**config.mk**
```make
export PLATFORM = sky130hd
export DESIGN_NAME = snow64_instr_fetch_flat
export DESIGN_NICKNAME = d
export VERILOG_FILES = /design/src/rtl/snow64_instr_fetch_pkg.sv /design/src/rtl/snow64_instr_fetch_if.sv /design/src/rtl/snow64_fetch_slot_queue.sv /design/src/rtl/snow64_instr_fetch.sv /design/src/flat_wrapper.sv
export SDC_FILE = /design/constraint.sdc
export NUM_CORES = 1
export LEC_CHECK = 0
export BUFFER_PORTS_ARGS = -buffer_cell sky130_fd_sc_hd__buf_4
export CORE_MARGIN = 5
export CORE_UTILIZATION = 40
export CTS_CLUSTER_DIAMETER = 200
export DETAILED_ROUTE_END_ITERATION = 10
export GPL_ROUTABILITY_DRIVEN = 0
export HOLD_SLACK_MARGIN = 0.03
export PLACE_DENSITY_LB_ADDON = 0.12
export SYNTH_ARGS = -nofsm -noshare
export SYNTH_HDL_FRONTEND = slang
export SYNTH_SLANG_ARGS = --single-unit
export TNS_END_PERCENT = 50
```
**constraint.sdc**
```tcl
create_clock -name clk -period 8.8 [get_ports clk]
set_input_delay 0.88 -clock clk [delete_from_list [all_inputs] [get_ports clk]]
set_output_delay 0.88 -clock clk [all_outputs]
set_load 0.1 [all_outputs]
```
**src/rtl/snow64_instr_fetch_pkg.sv**
```systemverilog
// Shared types for the Snow64 instruction fetch stage: widths, slot layout
// and the port bundles exchanged with the decoder and instruction memory.
package PkgSnow64InstrFetch;

    localparam int unsigned WIDTH__INSTR = 32;
    localparam int unsigned WIDTH__ADDR  = 64;

    typedef logic [WIDTH__INSTR-1:0] Instr;
    typedef logic [WIDTH__ADDR-1:0]  Addr;

    typedef struct packed {
        Addr  pc;
        Instr instr;
        logic filled;
    } FetchSlot;

    typedef struct packed {
        logic redirect_valid;
        Addr  redirect_addr;
        logic mem_req_ready;
        logic mem_rsp_valid;
        Instr mem_rsp_data;
        logic out_ready;
    } PortIn_InstrFetch;

    // Field order matches the decoder's input bundle.
    typedef struct packed {
        Instr instr;
        Addr  pc;
    } PortOut_InstrFetch;

    typedef enum logic [1:0] {
        RSP_NONE,
        RSP_FILL,
        RSP_DROP
    } RspAction;

    function automatic Addr align_word(input Addr a);
        return a & ~Addr'(3);
    endfunction

endpackage

```
**src/rtl/snow64_instr_fetch_if.sv**
```systemverilog
// Fetch-stage bus: memory request/response channel, decoder output channel
// and redirect input. master = fetch stage, slave = its environment.
interface snow64_instr_fetch_if;
    import PkgSnow64InstrFetch::*;

    logic mem_req_valid;
    logic mem_req_ready;
    Addr  mem_req_addr;
    logic mem_rsp_valid;
    Instr mem_rsp_data;
    logic out_valid;
    logic out_ready;
    Instr out_instr;
    Addr  out_pc;
    logic redirect_valid;
    Addr  redirect_addr;

    modport master (
        output mem_req_valid, mem_req_addr, out_valid, out_instr, out_pc,
        input  mem_req_ready, mem_rsp_valid, mem_rsp_data, out_ready,
               redirect_valid, redirect_addr
    );

    modport slave (
        input  mem_req_valid, mem_req_addr, out_valid, out_instr, out_pc,
        output mem_req_ready, mem_rsp_valid, mem_rsp_data, out_ready,
               redirect_valid, redirect_addr
    );

endinterface

```
**src/rtl/snow64_fetch_slot_queue.sv**
```systemverilog
// In-order circular queue of fetch slots. Slots are allocated at issue,
// filled in allocation order as words return, and popped from the head.
module snow64_fetch_slot_queue
    import PkgSnow64InstrFetch::*;
#(
    parameter  int unsigned DEPTH = 4,
    localparam int unsigned PTR_W = $clog2(DEPTH),
    localparam int unsigned CNT_W = PTR_W + 1
) (
    input  logic             clk,
    input  logic             rst_n,
    input  logic             flush,
    input  logic             alloc,
    input  Addr              alloc_pc,
    input  logic             fill,
    input  Instr             fill_instr,
    input  logic             pop,
    output FetchSlot         head_slot,
    output logic [CNT_W-1:0] alloc_cnt,
    output logic [CNT_W-1:0] unfilled_cnt
);

    FetchSlot         slots [DEPTH];
    logic [PTR_W-1:0] head_ptr;
    logic [PTR_W-1:0] tail_ptr;
    logic [PTR_W-1:0] fill_ptr;
    logic [CNT_W-1:0] filled_cnt;

    // Filled slots always form a contiguous run starting at the head.
    always_ff @(posedge clk) begin
        if (!rst_n || flush) begin
            head_ptr   <= '0;
            tail_ptr   <= '0;
            fill_ptr   <= '0;
            alloc_cnt  <= '0;
            filled_cnt <= '0;
            for (int unsigned i = 0; i < DEPTH; i++) begin
                slots[i].filled <= 1'b0;
            end
        end else begin
            if (alloc) begin
                slots[tail_ptr].pc     <= alloc_pc;
                slots[tail_ptr].filled <= 1'b0;
                tail_ptr               <= tail_ptr + PTR_W'(1);
            end
            if (fill) begin
                slots[fill_ptr].instr  <= fill_instr;
                slots[fill_ptr].filled <= 1'b1;
                fill_ptr               <= fill_ptr + PTR_W'(1);
            end
            if (pop) begin
                slots[head_ptr].filled <= 1'b0;
                head_ptr               <= head_ptr + PTR_W'(1);
            end
            alloc_cnt  <= alloc_cnt + CNT_W'(alloc) - CNT_W'(pop);
            filled_cnt <= filled_cnt + CNT_W'(fill) - CNT_W'(pop);
        end
    end

    assign head_slot    = slots[head_ptr];
    assign unfilled_cnt = alloc_cnt - filled_cnt;

endmodule

```
**src/rtl/snow64_instr_fetch.sv**
```systemverilog
// Snow64 instruction fetch: sequential address generation, bounded request
// issue, in-order word buffering and redirect handling with stale discard.
module snow64_instr_fetch
    import PkgSnow64InstrFetch::*;
#(
    parameter int unsigned DEPTH    = 4,
    parameter logic [63:0] RESET_PC = 64'h0
) (
    input logic                  clk,
    input logic                  rst_n,
    snow64_instr_fetch_if.master bus
);

    localparam int unsigned CNT_W = $clog2(DEPTH) + 1;
    localparam int unsigned SUM_W = CNT_W + 1;

    PortIn_InstrFetch  in_p;
    PortOut_InstrFetch out_p;
    FetchSlot          head_slot;
    Addr               fetch_pc;
    logic [CNT_W-1:0]  discard_cnt;
    logic [CNT_W-1:0]  alloc_cnt;
    logic [CNT_W-1:0]  unfilled_cnt;
    logic [SUM_W-1:0]  occupied;
    logic              req_valid;
    logic              req_fire;
    logic              out_valid;
    logic              pop;
    RspAction          rsp_action;

    always_comb begin
        in_p                = '0;
        in_p.redirect_valid = bus.redirect_valid;
        in_p.redirect_addr  = bus.redirect_addr;
        in_p.mem_req_ready  = bus.mem_req_ready;
        in_p.mem_rsp_valid  = bus.mem_rsp_valid;
        in_p.mem_rsp_data   = bus.mem_rsp_data;
        in_p.out_ready      = bus.out_ready;
    end

    // Slots held plus stale words still in flight bound the outstanding requests.
    assign occupied  = SUM_W'(alloc_cnt) + SUM_W'(discard_cnt);
    assign req_valid = rst_n && !in_p.redirect_valid && (occupied < SUM_W'(DEPTH));
    assign req_fire  = req_valid && in_p.mem_req_ready;

    always_comb begin
        rsp_action = RSP_NONE;
        if (in_p.mem_rsp_valid) begin
            if (discard_cnt != '0 || in_p.redirect_valid) begin
                rsp_action = RSP_DROP;
            end else if (unfilled_cnt != '0) begin
                rsp_action = RSP_FILL;
            end
        end
    end

    assign out_valid = rst_n && !in_p.redirect_valid && head_slot.filled;
    assign pop       = out_valid && in_p.out_ready;

    snow64_fetch_slot_queue #(
        .DEPTH (DEPTH)
    ) u_queue (
        .clk          (clk),
        .rst_n        (rst_n),
        .flush        (in_p.redirect_valid),
        .alloc        (req_fire),
        .alloc_pc     (fetch_pc),
        .fill         (rsp_action == RSP_FILL),
        .fill_instr   (in_p.mem_rsp_data),
        .pop          (pop),
        .head_slot    (head_slot),
        .alloc_cnt    (alloc_cnt),
        .unfilled_cnt (unfilled_cnt)
    );

    // A response landing in the redirect cycle is already covered by the
    // unfilled/discard total, so it is subtracted rather than counted stale.
    always_ff @(posedge clk) begin
        if (!rst_n) begin
            fetch_pc    <= RESET_PC;
            discard_cnt <= '0;
        end else if (in_p.redirect_valid) begin
            fetch_pc    <= align_word(in_p.redirect_addr);
            discard_cnt <= discard_cnt + unfilled_cnt - CNT_W'(in_p.mem_rsp_valid);
        end else begin
            if (req_fire) begin
                fetch_pc <= fetch_pc + 64'd4;
            end
            if (rsp_action == RSP_DROP) begin
                discard_cnt <= discard_cnt - CNT_W'(1);
            end
        end
    end

    assign out_p.instr = head_slot.instr;
    assign out_p.pc    = head_slot.pc;

    assign bus.mem_req_valid = req_valid;
    assign bus.mem_req_addr  = fetch_pc;
    assign bus.out_valid     = out_valid;
    assign bus.out_instr     = out_p.instr;
    assign bus.out_pc        = out_p.pc;

endmodule

```
**src/flat_wrapper.sv**
```systemverilog
// flat-port wrapper written by rule: the top's interface ports become plain ports
module snow64_instr_fetch_flat import PkgSnow64InstrFetch::*;
#(
    parameter int unsigned DEPTH    = 4,
    parameter logic [63:0] RESET_PC = 64'h0
)
  (clk, rst_n, bus_mem_req_valid, bus_mem_req_addr, bus_out_valid, bus_out_instr, bus_out_pc, bus_mem_req_ready, bus_mem_rsp_valid, bus_mem_rsp_data, bus_out_ready, bus_redirect_valid, bus_redirect_addr);
  snow64_instr_fetch_if bus_i ();
  input logic clk;
  input logic rst_n;
  output wire logic [$bits(bus_i.mem_req_valid)-1:0] bus_mem_req_valid;
  output wire logic [$bits(bus_i.mem_req_addr)-1:0] bus_mem_req_addr;
  output wire logic [$bits(bus_i.out_valid)-1:0] bus_out_valid;
  output wire logic [$bits(bus_i.out_instr)-1:0] bus_out_instr;
  output wire logic [$bits(bus_i.out_pc)-1:0] bus_out_pc;
  input wire logic [$bits(bus_i.mem_req_ready)-1:0] bus_mem_req_ready;
  input wire logic [$bits(bus_i.mem_rsp_valid)-1:0] bus_mem_rsp_valid;
  input wire logic [$bits(bus_i.mem_rsp_data)-1:0] bus_mem_rsp_data;
  input wire logic [$bits(bus_i.out_ready)-1:0] bus_out_ready;
  input wire logic [$bits(bus_i.redirect_valid)-1:0] bus_redirect_valid;
  input wire logic [$bits(bus_i.redirect_addr)-1:0] bus_redirect_addr;
  assign bus_mem_req_valid = bus_i.mem_req_valid;
  assign bus_mem_req_addr = bus_i.mem_req_addr;
  assign bus_out_valid = bus_i.out_valid;
  assign bus_out_instr = bus_i.out_instr;
  assign bus_out_pc = bus_i.out_pc;
  assign bus_i.mem_req_ready = bus_mem_req_ready;
  assign bus_i.mem_rsp_valid = bus_mem_rsp_valid;
  assign bus_i.mem_rsp_data = bus_mem_rsp_data;
  assign bus_i.out_ready = bus_out_ready;
  assign bus_i.redirect_valid = bus_redirect_valid;
  assign bus_i.redirect_addr = bus_redirect_addr;
  snow64_instr_fetch #(.DEPTH(DEPTH), .RESET_PC(RESET_PC)) u_core (.clk(clk), .rst_n(rst_n), .bus(bus_i));
endmodule
```
==> flow_summary.html <==
<table>
<tr><th>Metric</th><th>Value</th></tr>
<tr><th colspan="2">Floorplanning</th></tr>
<tr><td>Standard-cell rows</td><td>80</td></tr>
<tr><td>Number of I/O pins</td><td>approximately 260</td></tr>
<tr><td>Die width</td><td>230 µm</td></tr>
<tr><td>Die area</td><td>roughly 53000 µm²</td></tr>
<tr><td>Die Height</td><td>between 200 and 250 µm</td></tr>
<tr><td>Effective utilization at floorplan</td><td>between 40% and 50%</td></tr>
<tr><td>Core outline area</td><td>47800 µm²</td></tr>
<tr><th colspan="2">Route</th></tr>
<tr><td>Vias per cell</td><td>5.53</td></tr>
<tr><td>Number of optimization iterations in the first detailed-route pass</td><td>5</td></tr>
<tr><td>Wire length reported by the detailed router</td><td>roughly 52000 µm</td></tr>
<tr><td>Routed wire per std cell</td><td>23.9 µm</td></tr>
<tr><td>Post-DRT Antenna Nets</td><td>0</td></tr>
<tr><td>Post-route DRC violation count</td><td>0</td></tr>
<tr><td>Number of DRC markers after the initial detailed-route iteration</td><td>between 900 and 1000</td></tr>
<tr><td>Via count</td><td>around 12000</td></tr>
<tr><th colspan="2">Final layout</th></tr>
<tr><td>Leading cell type in the layout, fill and taps excluded</td><td>sky130_fd_sc_hd__edfxtp_1</td></tr>
<tr><td>Fraction of final layout cells sized beyond drive strength 1</td><td>a little under a third</td></tr>
<tr><td>Filler Cell Count</td><td>approximately 4200</td></tr>
<tr><td>Synth-to-Final Area Change</td><td>21.4%</td></tr>
<tr><td>Number of nets in the final layout</td><td>between 1500 and 2000</td></tr>
<tr><td>Highest-count cells in the layout ignoring fill and taps</td><td>376 x sky130_fd_sc_hd__edfxtp_1, 275 x sky130_fd_sc_hd__buf_4, 153 x sky130_fd_sc_hd__and3_1</td></tr>
<tr><th colspan="2">Logic synthesis</th></tr>
<tr><td>Yosys cell types</td><td>65</td></tr>
<tr><td>Proportion of synthesized chip area in sequential cells</td><td>between 60 and 70%</td></tr>
<tr><td>Flip-flop and latch count after synthesis</td><td>between 400 and 500</td></tr>
<tr><td>Synth async-reset ratio</td><td>0%</td></tr>
<tr><td>Cells after Synth</td><td>between 1000 and 1500</td></tr>
<tr><td>Top FF cell, synth</td><td>sky130_fd_sc_hd__edfxtp_1</td></tr>
<tr><td>Syn Std Cell Area</td><td>slightly below 20000 µm²</td></tr>
<tr><td>Post-synth EDFFs</td><td>roughly 380</td></tr>
<tr><td>Average cell area after synthesis</td><td>around 15 µm²</td></tr>
<tr><td>Number of warnings reported in the yosys synthesis log</td><td>0</td></tr>
<tr><th colspan="2">Power and ir drop</th></tr>
<tr><td>Cell internal pwr</td><td>3770 µW</td></tr>
<tr><td>Switching share of power</td><td>24.5%</td></tr>
<tr><td>Total leakage power</td><td>0.00898 µW</td></tr>
<tr><td>Pwr Density</td><td>between 200 and 250 nW/µm²</td></tr>
<tr><td>Switching power</td><td>between 1000 and 1500 µW</td></tr>
<tr><td>Portion of total power attributed to sequential cells</td><td>48.5%</td></tr>
<tr><td>Logic gate share of total power</td><td>about 8.6%</td></tr>
<tr><td>Part of the power in the clock network</td><td>between 40% and 50%</td></tr>
<tr><td>VDD IR max</td><td>around 120 µV</td></tr>
<tr><th colspan="2">Global route</th></tr>
<tr><td>Vias in the first global route</td><td>between 10000 and 15000</td></tr>
<tr><td>Wire length of the first global-routing pass</td><td>77700 µm</td></tr>
<tr><td>Congestion Overflow GR</td><td>0</td></tr>
<tr><td>Pin count of the biggest net entering global routing</td><td>around 130</td></tr>
<tr><td>Initial antenna violation count</td><td>4</td></tr>
<tr><td>Global-route total usage across every layer</td><td>roughly a fifth</td></tr>
<tr><th colspan="2">Critical path</th></tr>
<tr><td>CP Class</td><td>reg2out</td></tr>
<tr><td>Crit start category</td><td>flop</td></tr>
<tr><td>CP Data Required Time</td><td>~7900 ps</td></tr>
<tr><td>R2R depth</td><td>11</td></tr>
<tr><td>Worst-case register-to-register setup slack</td><td>4930 ps</td></tr>
<tr><td>Element type at the critical path end</td><td>output port</td></tr>
<tr><td>Endpoint arrival time on the critical path</td><td>about 3200 ps</td></tr>
<tr><td>Max Fanout on Critical Path</td><td>45</td></tr>
<tr><td>Reg-to-reg critical path endpoint</td><td>u_core.u_queue.filled_cnt[2]$_SDFF_PP0_</td></tr>
<tr><th colspan="2">Clocking</th></tr>
<tr><td>Number of buffers inserted during clock tree synthesis</td><td>52</td></tr>
<tr><td>Longest Clk Path Bufs</td><td>3</td></tr>
<tr><td>Clock Sinks</td><td>around 460</td></tr>
<tr><td>Clock edge transition at the registers on the reported setup and hold paths</td><td>approximately 60 ps</td></tr>
<tr><td>Post-CTS Hold Buffers</td><td>0</td></tr>
<tr><td>Cell at the root of the clock tree</td><td>sky130_fd_sc_hd__clkbuf_16</td></tr>
<tr><td>Cells resized by post-CTS repair</td><td>0</td></tr>
<tr><td>Max H-tree Level</td><td>2</td></tr>
<tr><td>Clock insertion delay at the later pin of the skew report</td><td>about 580 ps</td></tr>
<tr><td>Clock tree from TritonCTS</td><td>built</td></tr>
<tr><td>Total setup buffers inserted after CTS</td><td>0</td></tr>
<tr><th colspan="2">Min path</th></tr>
<tr><td>End point of the most critical hold path</td><td>u_core.u_queue.slots[2][0]$_SDFFE_PP0P_</td></tr>
<tr><td>Type of the worst min-delay path</td><td>reg2reg</td></tr>
<tr><td>Hold Path Depth</td><td>2</td></tr>
<tr><td>Min-delay src</td><td>u_core.u_queue.slots[2][0]$_SDFFE_PP0P_</td></tr>
<tr><th colspan="2">STA</th></tr>
<tr><td>Number of hold violations in the final report</td><td>0</td></tr>
<tr><td>Maximum clock frequency</td><td>approximately 250 MHz</td></tr>
<tr><td>Setup TNS after final layout</td><td>0 ps</td></tr>
<tr><td>Tightest slew margin relative to the limit</td><td>20.7%</td></tr>
<tr><td>RSZ-0062 raised after global routing</td><td>no</td></tr>
<tr><td>Number of setup violations in the final report</td><td>0</td></tr>
<tr><td>Final Critical Period</td><td>between 4000 and 5000 ps</td></tr>
<tr><td>Post-route clock period utilization</td><td>between 40% and 50%</td></tr>
<tr><td>Max Clock Skew</td><td>about 20 ps</td></tr>
<tr><td>Max Slew Vio Count</td><td>0</td></tr>
<tr><td>Smallest hold slack</td><td>between 500 and 600 ps</td></tr>
<tr><td>Measured slew at the worst slew-check pin</td><td>around 1200 ps</td></tr>
<tr><th colspan="2">Run status</th></tr>
<tr><td>Outcome</td><td>completed</td></tr>
<tr><th colspan="2">Run</th></tr>
<tr><td>Max-capacitance violation count</td><td>0</td></tr>
<tr><th colspan="2">Placed design</th></tr>
<tr><td>Estimated wirelength of the detail-placed design</td><td>~31000 µm</td></tr>
<tr><td>Buffers on Ports</td><td>approximately 260</td></tr>
</table>
==> worst max path at each step <==
stage,endpoint
global placement,u_core.u_queue.filled_cnt[2]$_SDFF_PP0_
detailed placement,u_core.u_queue.filled_cnt[2]$_SDFF_PP0_
CTS,bus_out_pc[49]
floorplan,u_core.u_queue.slots[0][35]$_DFFE_PP_
global route,bus_out_pc[42]
finish,bus_out_pc[61]
==> layer usage <==
metal | global-route usage, % | wire [µm]
met1 | 26.7 | 22900
met2 | 30.6 | 24700
met3 | 4.90 | 3220
met4 | 3.59 | 805
met5 | 0 | 34
==> cells in the mapped netlist (all sizes together), types with 2 or more instances <==
library cell	number	share of area, %
o22ai	13	0.42
clkbuf	60	1.2
a211oi	4	0.15
nor4	7	0.46
dfxtp	83	8.6
nor3	9	0.23
buf	31	0.89
a2bb2oi	5	0.23
a31oi	19	0.69
a221oi	2	0.090
xnor2	10	0.45
a41oi	3	0.14
a222oi	2	0.10
nor2	47	0.91
edfxtp	376	58
nand4	29	1.2
or3	4	0.14
and4	11	0.53
nand2	60	1.2
mux4	95	11
o311ai	4	0.18
a21oi	55	1.4
nand3	24	0.64
nor2b	2	0.064
nor3b	2	0.10
mux2i	3	0.15
mux2	2	0.12
inv	23	0.46
o211ai	3	0.12
and2	14	0.45
a22oi	5	0.19
o21ai	35	0.90
fa	4	0.41
and3	159	5.2
xor2	21	0.95
ha	21	1.4
a32oi	3	0.14
nand4b	3	0.14
==> worst max-delay path, cell delays in order, from the launching register on <==
cell	delay (ps)
sky130_fd_sc_hd__dfxtp_4	1040
sky130_fd_sc_hd__buf_4	630
sky130_fd_sc_hd__mux4_2	630
sky130_fd_sc_hd__buf_4	260
==> logic make-up after synthesis <==
logic type	count (synthesis)	share of synthesized area, %
xor+xnor	32	1.51
flops	459	66.7
mux	100	11.3
buf+inv	114	2.58
compound gates	158	4.98
simple gates	372	11.2
other cells	1	0.0193
fa+ha+maj	25	1.77
==> power groups by stage <==
stage	Clock, µW	Combinational (µW)	Sequential, µW
after detailed placement	0	433	2470
after floorplan	0	186	2580
after CTS	2200	434	2430
final	2140	431	2430
after global routing	2290	452	2430
after global placement	0	431	2470
==> registers in the layout (all words and copies together), names as in the netlist, named ones only <==
name                       count
u_core.u_queue.slots         380
u_core.bus.mem_req_addr       62
u_core.discard_cnt             3
u_core.u_queue.alloc_cnt       3
u_core.u_queue.filled_cnt      3
u_core.u_queue.fill_ptr        2
u_core.u_queue.head_ptr        2
u_core.u_queue.tail_ptr        2
==> metrics by stage <==
| step | power, µW | utilization [%] | setup slack [ps] | cell area, µm² | cells |
|---|---|---|---|---|---|
| after floorplan | 2770 | - | 2360 | 19400 | 1264 |
| after global placement | 2900 | 45.7 | 4800 | 21900 | 2063 |
| after detailed placement | 2910 | 45.7 | 4780 | 21900 | 2063 |
| after CTS | 5060 | 49.3 | 4560 | 23600 | 2159 |
| after global routing | 5180 | 49.3 | 4470 | 23600 | 2159 |
| final | 5000 | 49.3 | 4750 | 23600 | 2161 |
==> layout make-up <==
cell class | instances | area (µm²) | share of cell area (%)
sequential | 459 | 13000 | 55.0
multi-input combinational | 691 | 6000 | 25.4
clock inverter | 19 | 230 | 0.977
timing repair buffer | 275 | 2060 | 8.76
tap | 615 | 769 | 3.26
clock buffer | 77 | 1460 | 6.18
antenna | 2 | 5.00 | 0.0212
inverter | 23 | 88.8 | 0.377
No activity file was read; power rests on OpenSTA's default activity.
